[src/rtl/ncl_wave_seq.sv]
// ncl_wave_seq
//
// Clocked wavefront sequencer for one NCL combinational stage. A single-rail
// word accepted over a valid/ready handshake is driven into the stage as a
// dual-rail DATA wavefront. When every output pair of the stage carries a
// valid code, the true rails are captured as the result and offered over a
// second handshake. Once the result is taken, a NULL wavefront is driven and
// the sequencer waits for all output pairs to return to 00 before accepting
// the next word. Phase timeouts and illegal rail codes (t=f=1) park the block
// in an error state until err_clr.
//
// Optional feature macro: NCL_SEQ_SYNC_EN
//   defined   : stage outputs pass a 2-flop synchronizer, and completion also
//               requires the sampled code to match on two consecutive cycles.
//   undefined : stage outputs are sampled by a single register stage.
//
// Ports
//   clk, rst_n          clock, asynchronous active-low reset
//   in_valid/in_ready   input word handshake, in_data = single-rail word
//   rail_t/rail_f       dual-rail drive to the NCL stage
//   dut_t/dut_f         dual-rail outputs of the stage (asynchronous to clk)
//   out_valid/out_ready result handshake, out_data = decoded result
//   busy                sequencer not idle
//   err, err_code       sticky error flag and cause (1 DATA timeout,
//                       2 NULL timeout, 3 illegal code)
//   err_clr             leaves the error state
module ncl_wave_seq #(
    parameter int WIDTH   = 4,
    parameter int OWIDTH  = 1,
    parameter int TIMEOUT = 64
) (
    input  logic              clk,
    input  logic              rst_n,
    input  logic              in_valid,
    output logic              in_ready,
    input  logic [WIDTH-1:0]  in_data,
    output logic [WIDTH-1:0]  rail_t,
    output logic [WIDTH-1:0]  rail_f,
    input  logic [OWIDTH-1:0] dut_t,
    input  logic [OWIDTH-1:0] dut_f,
    output logic              out_valid,
    input  logic              out_ready,
    output logic [OWIDTH-1:0] out_data,
    output logic              busy,
    output logic              err,
    output logic [1:0]        err_code,
    input  logic              err_clr
);

    localparam int CW = $clog2(TIMEOUT + 1);
    localparam logic [CW-1:0] TO_LAST = CW'(TIMEOUT - 1);

    localparam logic [2:0] ST_IDLE = 3'd0;
    localparam logic [2:0] ST_DATA = 3'd1;
    localparam logic [2:0] ST_HOLD = 3'd2;
    localparam logic [2:0] ST_NULL = 3'd3;
    localparam logic [2:0] ST_ERR  = 3'd4;

    logic [2:0]        state;
    logic [CW-1:0]     cnt;
    logic [OWIDTH-1:0] samp_t;
    logic [OWIDTH-1:0] samp_f;
    logic              stable;

`ifdef NCL_SEQ_SYNC_EN
    logic [OWIDTH-1:0] sync_t;
    logic [OWIDTH-1:0] sync_f;
    logic [OWIDTH-1:0] prev_t;
    logic [OWIDTH-1:0] prev_f;

    // Two-flop synchronizer followed by a history register; the history lets
    // completion ignore a code that is still settling across skewed rails.
    always_ff @(posedge clk or negedge rst_n) begin
        if (!rst_n) begin
            sync_t <= '0;
            sync_f <= '0;
            samp_t <= '0;
            samp_f <= '0;
            prev_t <= '0;
            prev_f <= '0;
        end else begin
            sync_t <= dut_t;
            sync_f <= dut_f;
            samp_t <= sync_t;
            samp_f <= sync_f;
            prev_t <= samp_t;
            prev_f <= samp_f;
        end
    end

    assign stable = (samp_t == prev_t) && (samp_f == prev_f);
`else
    // Single sampling register; completion is judged on this one sample.
    always_ff @(posedge clk or negedge rst_n) begin
        if (!rst_n) begin
            samp_t <= '0;
            samp_f <= '0;
        end else begin
            samp_t <= dut_t;
            samp_f <= dut_f;
        end
    end

    assign stable = 1'b1;
`endif

    logic illegal;
    logic data_done;
    logic null_done;
    logic timed_out;

    // A pair with both rails high is never a legal in-flight code.
    assign illegal   = |(samp_t & samp_f);
    assign data_done = stable && (&(samp_t ^ samp_f));
    assign null_done = stable && !(|(samp_t | samp_f));
    // The counter starts at 0 on phase entry, so TIMEOUT-1 marks the
    // TIMEOUT-th cycle spent in the phase.
    assign timed_out = (cnt == TO_LAST);

    // Wavefront sequencing. Rails are registers so the stage sees glitch-free
    // drive, and reset returns them to NULL without waiting for a clock.
    // Illegal codes are checked before completion and timeout.
    always_ff @(posedge clk or negedge rst_n) begin
        if (!rst_n) begin
            state    <= ST_IDLE;
            cnt      <= '0;
            rail_t   <= '0;
            rail_f   <= '0;
            out_data <= '0;
            err_code <= 2'd0;
        end else begin
            case (state)
                ST_IDLE: begin
                    if (in_valid) begin
                        rail_t <= in_data;
                        rail_f <= ~in_data;
                        cnt    <= '0;
                        state  <= ST_DATA;
                    end
                end
                ST_DATA: begin
                    if (illegal) begin
                        rail_t   <= '0;
                        rail_f   <= '0;
                        err_code <= 2'd3;
                        state    <= ST_ERR;
                    end else if (data_done) begin
                        out_data <= samp_t;
                        state    <= ST_HOLD;
                    end else if (timed_out) begin
                        rail_t   <= '0;
                        rail_f   <= '0;
                        err_code <= 2'd1;
                        state    <= ST_ERR;
                    end else begin
                        cnt <= cnt + 1'b1;
                    end
                end
                ST_HOLD: begin
                    if (illegal) begin
                        rail_t   <= '0;
                        rail_f   <= '0;
                        err_code <= 2'd3;
                        state    <= ST_ERR;
                    end else if (out_ready) begin
                        rail_t <= '0;
                        rail_f <= '0;
                        cnt    <= '0;
                        state  <= ST_NULL;
                    end
                end
                ST_NULL: begin
                    if (illegal) begin
                        err_code <= 2'd3;
                        state    <= ST_ERR;
                    end else if (null_done) begin
                        state <= ST_IDLE;
                    end else if (timed_out) begin
                        err_code <= 2'd2;
                        state    <= ST_ERR;
                    end else begin
                        cnt <= cnt + 1'b1;
                    end
                end
                ST_ERR: begin
                    if (err_clr) begin
                        err_code <= 2'd0;
                        state    <= ST_IDLE;
                    end
                end
                default: begin
                    rail_t <= '0;
                    rail_f <= '0;
                    state  <= ST_IDLE;
                end
            endcase
        end
    end

    assign in_ready  = (state == ST_IDLE);
    assign out_valid = (state == ST_HOLD);
    assign busy      = (state != ST_IDLE);
    assign err       = (state == ST_ERR);

endmodule

[config.mk]
export PLATFORM = sky130hd
export DESIGN_NAME = ncl_wave_seq
export DESIGN_NICKNAME = d
export VERILOG_FILES = /design/src/rtl/ncl_wave_seq.sv
export SDC_FILE = /design/constraint.sdc
export NUM_CORES = 1
export LEC_CHECK = 0
export ABC_AREA = 1
export CAP_MARGIN = 10
export CORE_ASPECT_RATIO = 0.7
export CORE_MARGIN = 2
export CORE_UTILIZATION = 25
export DETAILED_ROUTE_END_ITERATION = 8
export PLACE_DENSITY = 0.48
export RECOVER_POWER = 50
export SYNTH_ARGS = -nofsm -noshare
export SYNTH_HDL_FRONTEND = slang
export SYNTH_SLANG_ARGS = --single-unit
[constraint.sdc]
create_clock -name clk -period 4.45 [get_ports clk]
set_input_delay 0.89 -clock clk [delete_from_list [all_inputs] [get_ports clk]]
set_output_delay 0.89 -clock clk [all_outputs]
set_load 0.01 [all_outputs]
==> metrics.yaml <==
status:
  status: "finished clean"
yosys:
  synthFlopType: "dfrtp_1"
  netlist_top_cells_area: "dfrtp_1 38%, nand2_1 16%, inv_1 4.8%"
  syn_nets: 204
  synth-edff-count: 0
  synth-seq-cells: 23
  synth.top_cell.area_share_pct: 38.4
  async_reset_ff_share_pct: 100
  netlist_top_cells_count: "64 x nand2_1, 23 x dfrtp_1, 19 x inv_1, 17 x nor2_1, 14 x nand3_1"
  synth.avg_cell_area_um2: 7.93
  yosysTopAreaCell: "dfrtp_1"
  yosysMostFrequentCell: "nand2_1"
  synth.distinct_cells: 28
  yosysWarnings: 0
  yosysSeqAreaShare_pct: 38.4
  synth_area_um2: 1500
  syn_inst: 189
die:
  die_area_um2: 6640
  ios: 26
  coreArea_um2: 5760
  die-height_um: 68.8
  initial_core_util_pct: 26.0
  num_rows: 23
  dieWidth_um: 96.6
placed_design:
  post-place-ws_ns: 1.92
  gp_congestion: 0.824
  io_buffers: 25
  hpwl_mm: 2.77
  placed_area_um2: 1840
sta:
  max_freq_ghz: 0.361
  grt_setup_unrepaired: "no"
  slew_viol_final: 0
  post-route-period-util_pct: 62.2
  finalWorstSetupSlack_ns: 1.68
  finClkSkew_ns: 0.00212
  finalSetupViolCount: 0
  slew_headroom_pct: 48.1
  hold_viol: 0
  post-route-min-period_ns: 2.77
  tightest_slew_ns: 0.776
  setup_tns_ns: 0
clock_tree:
  numCtsBuffers: 3
  cts_hold_buf: 0
  cts_tree: "done"
  cts_resized: 0
  htree_num_levels: 1
  cts_num_sinks: 23
  clkLatencyLatePin_ns: 0.27
  clk_pin_slew_ns: 0.09
  root_buffer: "clkbuf_8"
  cts.path.max_buffers: 2
  post-cts-setup-buffer-count: 0
power:
  total_leakage_power_nw: 0.913
  p_per_area_nw_per_um2: 571
  clkPwrFrac_pct: 13.2
  intPower_mw: 0.562
  p_sw_mw: 0.496
  switching_share_pct: 46.9
  p_total_mw: 1.06
  p_seq_share_pct: 29.6
  ir_drop_uv: 165
  combPwrFrac_pct: 57.2
drt:
  dr_total_vias: 1250
  drtPass1Iterations: 4
  drcViolationCount: 0
  routed_wl_mm: 3.51
  vias_per_cell: 4.27
  ant_nets: 0
  drt-wirelength-per-cell_um: 12.0
  drtIter0Drc: 54
worst_setup_path:
  critPathLaunch: "state[1]"
  cp.arrival_ns: 1.88
  slowest_stage: "clkdlybuf4s50_1"
  critPathMaxFanout: 8
  r2r-start: "state[2]"
  start_kind: "flip-flop"
  r2r.worst_path.cells: 7
  required_ns: 3.56
  critPathMaxStageDelay_ns: 0.55
  worstSetupPathType: "reg -> out"
  endpoint: "in_ready"
  r2r-end: "rail_t[0]"
  cp-end-kind: "output pin"
  crit_path_cell_trace: "nor2_2 > nand2_1 > inv_1 > clkdlybuf4s50_1"
  rrSetupSlack_ns: 2.24
grt:
  track_usage_pct: 11.7
  antenna_found_initial: 0
  grt_pass1_wl_mm: 5.89
  overflow: 0
  grt_max_degree: 17
  grt_pass1_vias: 1196
worst_hold_path:
  hold_path.class: "reg -> reg"
final_layout:
  fin_util_pct: 32.2
  design_area_um2: 1850
  num_antenna_cells: 0
  layout-drive-gt1-share_pct: 11.9
  layout.nets: 234
  area_delta_synth_final_pct: 23.7
flow_run:
  maxCapViolCount: 0
-- critical path: cells and delay by family, from the launching register on --
kind | cells | cell delay, ns
flops | 1 | 0.51
buf+inv | 2 | 0.74
simple gates | 2 | 0.35
-- state kept, by name (all words and copies together) (netlist names) --
| signal | cells |
|---|---|
| samp_t | 1 |
| rail_f | 4 |
| rail_t | 4 |
| err_code | 2 |
| cnt | 7 |
| state | 3 |
| samp_f | 1 |
| out_data | 1 |
-- worst min path at each step --
stage | cells after the start | slack [ns] | from | endpoint
2_1_floorplan | 2 | 0.47 | cnt[1] | cnt[1]
3_3_place_gp | 2 | 0.46 | rail_t[3] | rail_t[3]
3_5_place_dp | 2 | 0.46 | err_code[0] | err_code[0]
4_1_cts | 2 | 0.49 | err_code[0] | err_code[0]
5_1_grt | 2 | 0.50 | rail_t[3] | rail_t[3]
6_report | 2 | 0.48 | err_code[0] | err_code[0]
-- stage by stage --
step                      hold slack, ns  instances
after floorplan                    0.468        189
after global placement             0.459        289
after detailed placement           0.462        289
after CTS                          0.485        293
after global routing               0.505        293
final                              0.477        293
-- power by group through the flow --
stage / registers [mW] / clock network [mW] / logic (mW)
finish: 0.313 / 0.139 / 0.606
global route: 0.321 / 0.153 / 0.682
CTS: 0.319 / 0.148 / 0.645
detailed placement: 0.322 / 0 / 0.644
global placement: 0.321 / 0 / 0.654
floorplan: 0.319 / 0 / 0.437
-- area by class of cell --
type	instances	area, um2
fillers	624	3900
multi-input cells	143	800
flip-flops and latches	23	576
repair buffers	26	254
well taps	75	93.8
inverters	22	82.6
clock buffers	3	41.3
clock inverters	1	7.51
-- layout by cell type (no fill, tap or decap), drive strengths merged --
cell type      synthesis  routed
ha                     4       4
nand4                  7       7
clkinvlp               0       1
nor3b                  1       1
nand3b                 4       4
nor2                  25      25
inv                   22      22
a21oi                  1       1
clkbuf                 0       4
dlygate4sd3            0       3
xnor2                  1       1
a31oi                  1       1
dfrtp                 23      23
o2bb2ai                1       1
nand3                 18      18
o21ai                  3       3
clkdlybuf4s50          0      22
o211ai                 2       2
nand2                 74      74
nor3                   1       1
-- kinds of logic (layout without fill, tap and decap cells) --
| logic type | Yosys count | count (layout) | synth area share [%] |
|---|---|---|---|
| buffers and inverters | 23 | 52 | 6.01 |
| adder cells (fa/ha/maj) | 4 | 4 | 3.34 |
| XOR/XNOR | 1 | 1 | 0.584 |
| AO/OA/AOI/OAI | 8 | 8 | 3.92 |
| AND/OR/NAND/NOR | 130 | 130 | 47.7 |
| flip-flops | 23 | 23 | 38.4 |
-- layer usage --
metal	up-vias	GRT usage (%)	wire length (um)
met2	26	15.5	1340
li1	658	-	-
met4	0	3.70	55
met1	562	18.4	1980
met5	-	0	0
met3	4	2.50	135
No activity file was read; power rests on OpenSTA's default activity.
